`src/rtl/pe_prec_acc.sv`:
```
// Two-stage precision-switchable multiply-accumulate PE: one signed ACTxWGT product, or NUM_LANES
// packed unsigned-byte x signed-byte products. Fixed 2-cycle latency, no backpressure.
module pe_prec_acc #(
  parameter int ACT_WIDTH    = 16,
  parameter int WGT_WIDTH    = 16,
  parameter int PE_OUT_WIDTH = 48,
  parameter int SATURATE     = 1
) (
  input  logic                          clk,
  input  logic                          reset_n,
  input  logic                          in_valid,
  input  logic [ACT_WIDTH-1:0]          a,
  input  logic [WGT_WIDTH-1:0]          b,
  input  logic [PE_OUT_WIDTH-1:0]       c,
  input  logic                          choose_8bit,
  input  logic                          acc_sel,
  input  logic                          acc_clear,
  output logic [PE_OUT_WIDTH-1:0]       out,
  output logic                          out_valid,
  output logic [ACT_WIDTH/8-1:0]        sat_flag
);
  localparam int NUM_LANES = ACT_WIDTH / 8;
  localparam int LANE_W    = PE_OUT_WIDTH / NUM_LANES;
  localparam int PROD_W    = ACT_WIDTH + WGT_WIDTH;
  localparam int FULL_W    = ((PROD_W > PE_OUT_WIDTH) ? PROD_W : PE_OUT_WIDTH) + 1;

  localparam logic [PE_OUT_WIDTH-1:0] FULL_MAX = {1'b0, {(PE_OUT_WIDTH-1){1'b1}}};
  localparam logic [PE_OUT_WIDTH-1:0] FULL_MIN = {1'b1, {(PE_OUT_WIDTH-1){1'b0}}};
  localparam logic [LANE_W-1:0]       LANE_MAX = {1'b0, {(LANE_W-1){1'b1}}};
  localparam logic [LANE_W-1:0]       LANE_MIN = {1'b1, {(LANE_W-1){1'b0}}};

  // Stage 1 products: both modes are formed every beat; the registered mode picks one.
  logic signed [PROD_W-1:0]       a_ext, b_ext, prod_full;
  logic [NUM_LANES-1:0][16:0]     lane_prod;

  always_comb begin
    a_ext     = {{WGT_WIDTH{a[ACT_WIDTH-1]}}, a};
    b_ext     = {{ACT_WIDTH{b[WGT_WIDTH-1]}}, b};
    prod_full = a_ext * b_ext;
    lane_prod = '0;
    for (int i = 0; i < NUM_LANES; i++) begin
      lane_prod[i] = $signed({9'b0, a[8*i +: 8]}) * $signed({{9{b[7]}}, b[7:0]});
    end
  end

  logic                           s1_vld, s1_mode, s1_sel, s1_clr;
  logic [PROD_W-1:0]              s1_prod;
  logic [NUM_LANES-1:0][16:0]     s1_lane_prod;
  logic [PE_OUT_WIDTH-1:0]        s1_c;

  always_ff @(posedge clk or negedge reset_n) begin
    if (!reset_n) begin
      s1_vld       <= 1'b0;
      s1_mode      <= 1'b0;
      s1_sel       <= 1'b0;
      s1_clr       <= 1'b0;
      s1_prod      <= '0;
      s1_lane_prod <= '0;
      s1_c         <= '0;
    end else begin
      s1_vld <= in_valid;
      if (in_valid) begin
        s1_mode      <= choose_8bit;
        s1_sel       <= acc_sel;
        s1_clr       <= acc_clear;
        s1_prod      <= prod_full;
        s1_lane_prod <= lane_prod;
        s1_c         <= c;
      end
    end
  end

  // Stage 2: addend comes straight from the out register, so back-to-back accumulates need no bubble.
  logic [PE_OUT_WIDTH-1:0]        addend, full_res, lane_res;
  logic [FULL_W-1:0]              full_sum;
  logic                           full_ovf;
  logic [NUM_LANES-1:0][LANE_W:0] lane_sum;
  logic [NUM_LANES-1:0]           lane_ovf;

  always_comb begin
    addend   = s1_clr ? '0 : (s1_sel ? out : s1_c);
    full_sum = {{(FULL_W-PROD_W){s1_prod[PROD_W-1]}}, s1_prod}
             + {{(FULL_W-PE_OUT_WIDTH){addend[PE_OUT_WIDTH-1]}}, addend};
    full_ovf = !((&full_sum[FULL_W-1:PE_OUT_WIDTH-1]) || !(|full_sum[FULL_W-1:PE_OUT_WIDTH-1]));
    if (full_ovf && (SATURATE != 0))
      full_res = full_sum[FULL_W-1] ? FULL_MIN : FULL_MAX;
    else
      full_res = full_sum[PE_OUT_WIDTH-1:0];

    lane_sum = '0;
    lane_ovf = '0;
    lane_res = '0;
    for (int i = 0; i < NUM_LANES; i++) begin
      lane_sum[i] = {{(LANE_W-16){s1_lane_prod[i][16]}}, s1_lane_prod[i]}
                  + {addend[i*LANE_W+LANE_W-1], addend[i*LANE_W +: LANE_W]};
      lane_ovf[i] = lane_sum[i][LANE_W] ^ lane_sum[i][LANE_W-1];
      if (lane_ovf[i] && (SATURATE != 0))
        lane_res[i*LANE_W +: LANE_W] = lane_sum[i][LANE_W] ? LANE_MIN : LANE_MAX;
      else
        lane_res[i*LANE_W +: LANE_W] = lane_sum[i][LANE_W-1:0];
    end
  end

  always_ff @(posedge clk or negedge reset_n) begin
    if (!reset_n) begin
      out       <= '0;
      out_valid <= 1'b0;
      sat_flag  <= '0;
    end else begin
      out_valid <= s1_vld;
      if (s1_vld) begin
        out      <= s1_mode ? lane_res : full_res;
        sat_flag <= (s1_clr ? '0 : sat_flag)
                  | (s1_mode ? lane_ovf : {{(NUM_LANES-1){1'b0}}, full_ovf});
      end
    end
  end
endmodule

```
`config.mk`:
```
export PLATFORM = sky130hd
export DESIGN_NAME = pe_prec_acc
export DESIGN_NICKNAME = d
export VERILOG_FILES = /design/src/rtl/pe_prec_acc.sv
export SDC_FILE = /design/constraint.sdc
export NUM_CORES = 2
export LEC_CHECK = 0
export CAP_MARGIN = 40
export CORE_ASPECT_RATIO = 2
export CORE_UTILIZATION = 57
export CTS_CLUSTER_DIAMETER = 100
export DETAILED_ROUTE_END_ITERATION = 12
export PLACE_DENSITY = 0.79
export RECOVER_POWER = 50
export SYNTH_ARGS = -nofsm -noshare
export SYNTH_HDL_FRONTEND = slang
export SYNTH_SLANG_ARGS = --single-unit
```
`constraint.sdc`:
```
create_clock -name clk -period 4.95 [get_ports clk]
set_input_delay 0.495 -clock clk [delete_from_list [all_inputs] [get_ports clk]]
set_output_delay 0.495 -clock clk [all_outputs]
set_load 0.03 [all_outputs]
```
---- Word level (Yosys, flattened, before mapping) ----
Cells that the tools add are included.
storage, ports and cells
  input bits .............................. 86
  output and inout bits ................... 51
  register bits after elaboration ......... 169
  logic and storage cells ................. 36
operators by class
  reductions and logical operators ........ 5
  bitwise gates (word level) .............. 3
  $add $sub $neg .......................... 3
  multiplexer cells ....................... 11
  multiply operators ...................... 3
operator list
  kind                                            number
  48-bit 2-to-1 mux                               5
  24-bit 2-to-1 mux                               4
  17-bit by 24-bit adder with 25-bit output       2
  32-bit by 48-bit adder with 49-bit output       1
  9-bit by 8-bit multiplier with 17-bit output    2
  16-bit by 16-bit multiplier with 32-bit output  1
  2-bit 2-to-1 mux                                2
  1-bit zero test                                 2
  2-bit OR                                        1
  2-bit AND reduction                             1
  2-bit OR reduction                              1
  1-bit bitwise XOR                               2
  1-bit logical OR                                1

---- Logic depth before layout (Yosys ltp) ----
  depth after elaboration ................. 9
  gate-level depth with buffers ........... 26
  depth with buffers taken out ............ 25

---- Worst setup path after synthesis ----
Ideal clock, no wire load.
  path kind ............................... input to register
  start point ............................. in b[7]
  end point ............................... reg s1_prod[30]
  data required time ...................... 4.825 ns
  arrival ................................. 6.311 ns
  slack ................................... -1.485 ns
  path buffers ............................ 2
  setup time .............................. 0.125 ns
  stages on the path ...................... 25
  cell sequence ........................... clkbuf_1 -> clkbuf_1 -> nand2_1 -> fa_1 -> inv_1 -> fa_1 -> inv_1 -> fa_1 -> inv_1 -> fa_1 -> fa_1 -> inv_1 -> fa_1 -> inv_1 -> ha_1 -> or2_2 -> a21oi_1 -> o21bai_1 -> o41ai_1 -> nand2_1 -> a41oi_1 -> a211o_1 -> a21oi_1 -> xnor2_1 -> mux2_2
between the ends
  longest elaborated chain between the ends .. 1
ends and longest elaborated chain
  item                                            RTL line  RTL
  from (decl)                                     13        input logic [WGT_WIDTH-1:0] b,
  16-bit by 16-bit multiplier with 32-bit output  39        prod_full = a_ext * b_ext;
  to (signal assigned)                            66        s1_prod <= prod_full;
  to (decl)                                       47        logic [PROD_W-1:0] s1_prod;
Every way passes these cells.
A chain may end at the register's enable or synchronous reset.

---- Worst setup path in the final report ----
  start point ............................. in a[8]
  end point ............................... reg s1_prod[18]
between the ends
  longest elaborated chain between the ends .. 1
ends and longest elaborated chain
  item                                            RTL line  RTL
  from (decl)                                     12        input logic [ACT_WIDTH-1:0] a,
  16-bit by 16-bit multiplier with 32-bit output  39
Every way passes these cells.

==> impl_metrics.tcl <==
set metrics [dict create \
    status "finished, violations left" \
    failed_checks "design-rule violations, max-capacitance violations, max-slew violations, negative setup slack" \
    layout.nets 4046 \
    dieArea_um2 46200 \
    number_of_primary_i_o_pins 137 \
    number_of_enable_flip_flop_cells_after_synthesis 0 \
    period_minus_slack_ns 6.05 \
    worst_setup_path_start_kind "primary input" \
    tns_ns -15.47 \
    n_fill_cell 3155 \
    fraction_of_layout_instances_using_a_drive_strength_above_1 0.259 \
    initial_antenna_violation_count 2 \
    num_clock_sinks 167 \
    grt_pass1_wl_um 131000 \
    grt_util_all_layers 0.368 \
    worstPathArrival_ns 6.40 \
    hold-path-cell-count 1 \
    ys_dominant_reg_cell "sky130_fd_sc_hd__dfrtp_1" \
    yosysUniqueCellTypes 77 \
    synthCells 2828 \
    worstSetupEndpointType "flip-flop" \
    avgRoutedWirePerCell_um 21.3 \
    ys_seq_elements 167 \
    worst_max_slew_margin_expressed_relative_to_the_limit -1.91 \
    rsz0062_at_grt "yes" \
    detailedRoute.firstPassIterationCount 12 \
    layout.cells.most_common "sky130_fd_sc_hd__inv_1" \
    yosysWarnings 0 \
    synth_async_sr_flop_share 1.00 \
    die_h_um 303 \
    synth_area_per_cell_um2 9.14 \
    initial_core_util 0.576 \
    root_buffer "sky130_fd_sc_hd__clkbuf_16" \
    first_global_vias 25500 \
    clk_pin_slew_worst_paths_ns 0.07 \
    setup_violations 20 \
    gp_congestion 0.987 \
    critical_path_class "in -> reg" \
    clk_path_buf_depth 2 \
    post-dp-hpwl_um 65500 \
    yosysSeqAreaShare 0.162 \
    htree_levels 4 \
    report.final.slew_viol_count 81 \
    initialDrtViolationCount 1073 \
    synthesis.nets 3515 \
    critical_path_required_ns 5.30 \
    reg2reg_depth 23 \
    core_region_area_um2 44900 \
    route.antenna.remaining_nets 0 \
    finalHoldViolCount 0 \
    count_of_unresolved_drc_violations_after_routing 16 \
    port_buffers 136 \
    syn_to_final_growth_pct 28.7 \
    grt_max_degree 89 \
    grt-ovfl-total 0 \
    num_vias 22800 \
    cts_inserted_buffers 17 \
    drt-vias-per-instance 5.81 \
    worstPathMaxFanout 5 \
    synthesis.area_um2 25800 \
    most_frequent_cells_in_the_layout "sky130_fd_sc_hd__inv_1, sky130_fd_sc_hd__buf_4, sky130_fd_sc_hd__fa_1" \
    clock_latency_on_the_worst_skew_pair_ns 0.46 \
    tritoncts "done" \
    timing.max_cap.violations 1 \
    fin_crit_sh 1.22 \
    timing_worst_slew_pin_value_ns 4.37 \
    clock.fmax_mhz 165 \
    row_count 110 \
    dieWidth_um 153 \
    route.final.wire_length_um 83600 \
    worst_slack_ns -1.10 \
    clock_skew_ns 0.00831 \
    min-delay-path-class "reg -> reg" \
]
## worst max-delay path, cell delays in order
cell	delay (ns)
sky130_fd_sc_hd__buf_2	0.13
sky130_fd_sc_hd__buf_6	0.13
sky130_fd_sc_hd__and2_4	0.14
sky130_fd_sc_hd__inv_2	0.03
sky130_fd_sc_hd__fa_1	0.51
sky130_fd_sc_hd__fa_1	0.47
sky130_fd_sc_hd__fa_1	0.52
sky130_fd_sc_hd__inv_2	0.04
sky130_fd_sc_hd__fa_1	0.51
sky130_fd_sc_hd__fa_1	0.59
sky130_fd_sc_hd__inv_2	0.06
sky130_fd_sc_hd__fa_1	0.56
sky130_fd_sc_hd__inv_2	0.07
sky130_fd_sc_hd__ha_4	0.24
sky130_fd_sc_hd__or2_4	0.25
sky130_fd_sc_hd__buf_4	0.14
sky130_fd_sc_hd__a21oi_4	0.14
sky130_fd_sc_hd__o21bai_4	0.15
sky130_fd_sc_hd__o41ai_4	0.11
sky130_fd_sc_hd__buf_4	0.15
sky130_fd_sc_hd__buf_4	0.13
sky130_fd_sc_hd__and2_4	0.14
sky130_fd_sc_hd__o21a_1	0.17
sky130_fd_sc_hd__nor2_1	0.14
sky130_fd_sc_hd__xnor2_1	0.11
sky130_fd_sc_hd__mux2_2	0.26
## worst paths after layout
check                       startpoint          end  slack, ns
hold reg to reg            sat_flag[1]  sat_flag[1]       0.50
setup reg to reg                s1_sel      out[45]       0.19
setup / recovery                  a[8]  s1_prod[18]      -1.10
max in group asynchronous      reset_n   s1_prod[5]       0.53
min in group asynchronous      reset_n     s1_c[39]       1.56
hold / removal             sat_flag[1]  sat_flag[1]       0.50
## repair_timing
item,CTS,global route
gates resized for setup,285,122
setup endpoints to repair,49,76
hold buffers,0,0
pin swaps,128,88
buffers inserted,60,27
gates cloned,10,2
## sequential cells by signal, indices dropped and copies added, names as in the netlist
register and count:
s1_lane_prod 32, s1_clr 1, s1_mode 1, sat_flag 2, out 48, s1_vld 1, out_valid 1, s1_prod 32
s1_c 48, s1_sel 1
## final cells by class
| class | count | area (um2) | area share |
|---|---|---|---|
| well taps | 560 | 701 | 0.0211 |
| repair buffers | 606 | 5600 | 0.168 |
| flip-flops and latches | 167 | 4180 | 0.126 |
| diodes | 2 | 5.00 | 0.000150 |
| multi-input cells | 2067 | 20300 | 0.609 |
| clock inverters | 15 | 214 | 0.00643 |
| clock buffers | 17 | 425 | 0.0128 |
| inverters | 500 | 1880 | 0.0564 |
## cells in the mapped netlist, types with 8 or more instances
cell type                    n  area [um2]
sky130_fd_sc_hd__mux2i_1    48         480
sky130_fd_sc_hd__clkbuf_1   78         293
sky130_fd_sc_hd__nand2b_1   35         219
sky130_fd_sc_hd__o211ai_1   19         143
sky130_fd_sc_hd__nand3_1    23         115
sky130_fd_sc_hd__ha_1      263        3290
sky130_fd_sc_hd__nand4_1     8        50.1
sky130_fd_sc_hd__nand2_1   222         833
sky130_fd_sc_hd__a31oi_1    20         125
sky130_fd_sc_hd__dfrtp_1   167        4180
sky130_fd_sc_hd__fa_1      338        6770
sky130_fd_sc_hd__a21o_1     64         480
sky130_fd_sc_hd__nor2b_1    14        87.6
sky130_fd_sc_hd__o31ai_1     8        60.1
sky130_fd_sc_hd__o21bai_1   20         150
sky130_fd_sc_hd__mux2_2     98        1100
sky130_fd_sc_hd__o21ai_0    91         455
sky130_fd_sc_hd__and3_1     11        68.8
sky130_fd_sc_hd__o21a_1     20         150
sky130_fd_sc_hd__nor3_1     45         225
sky130_fd_sc_hd__xor2_1     39         342
sky130_fd_sc_hd__a211oi_1   31         233
sky130_fd_sc_hd__a21oi_1   151         756
sky130_fd_sc_hd__nor2_1    173         649
sky130_fd_sc_hd__inv_1     500        1880
sky130_fd_sc_hd__xnor2_1    93         815
sky130_fd_sc_hd__and2_1    115         719
## kinds of logic after synthesis
logic type	Yosys count	synth area share
simple gates	674	0.123
fa+ha+maj	601	0.389
buf+inv	594	0.0877
compound gates	514	0.133
flops	167	0.162
mux	146	0.0613
xor+xnor	132	0.0447
## routing by layer
layer | GRT usage | up-vias | wire [um]
li1 | - | 10300 | -
met1 | 0.346 | 11200 | 27200
met2 | 0.702 | 868 | 44600
met3 | 0.0488 | 450 | 3610
met4 | 0.315 | 0 | 8120
met5 | 0 | - | 0
## metrics by stage
step | util | area, um2 | hold slack (ns) | setup WS (ns) | cells
after global placement | 0.686 | 30800 | 0.472 | -1.73 | 3802
after global routing | 0.741 | 33300 | 0.513 | -1.25 | 3934
after detailed placement | 0.686 | 30800 | 0.486 | -1.82 | 3803
after floorplan | - | 26200 | 0.199 | -0.862 | 2828
after CTS | 0.728 | 32700 | 0.0759 | -0.846 | 3905
final | 0.741 | 33300 | 0.498 | -1.10 | 3934
Power is left out: the tool's default activity adds up to more than one toggle a clock period on the data nets, which glitch-free logic cannot reach.
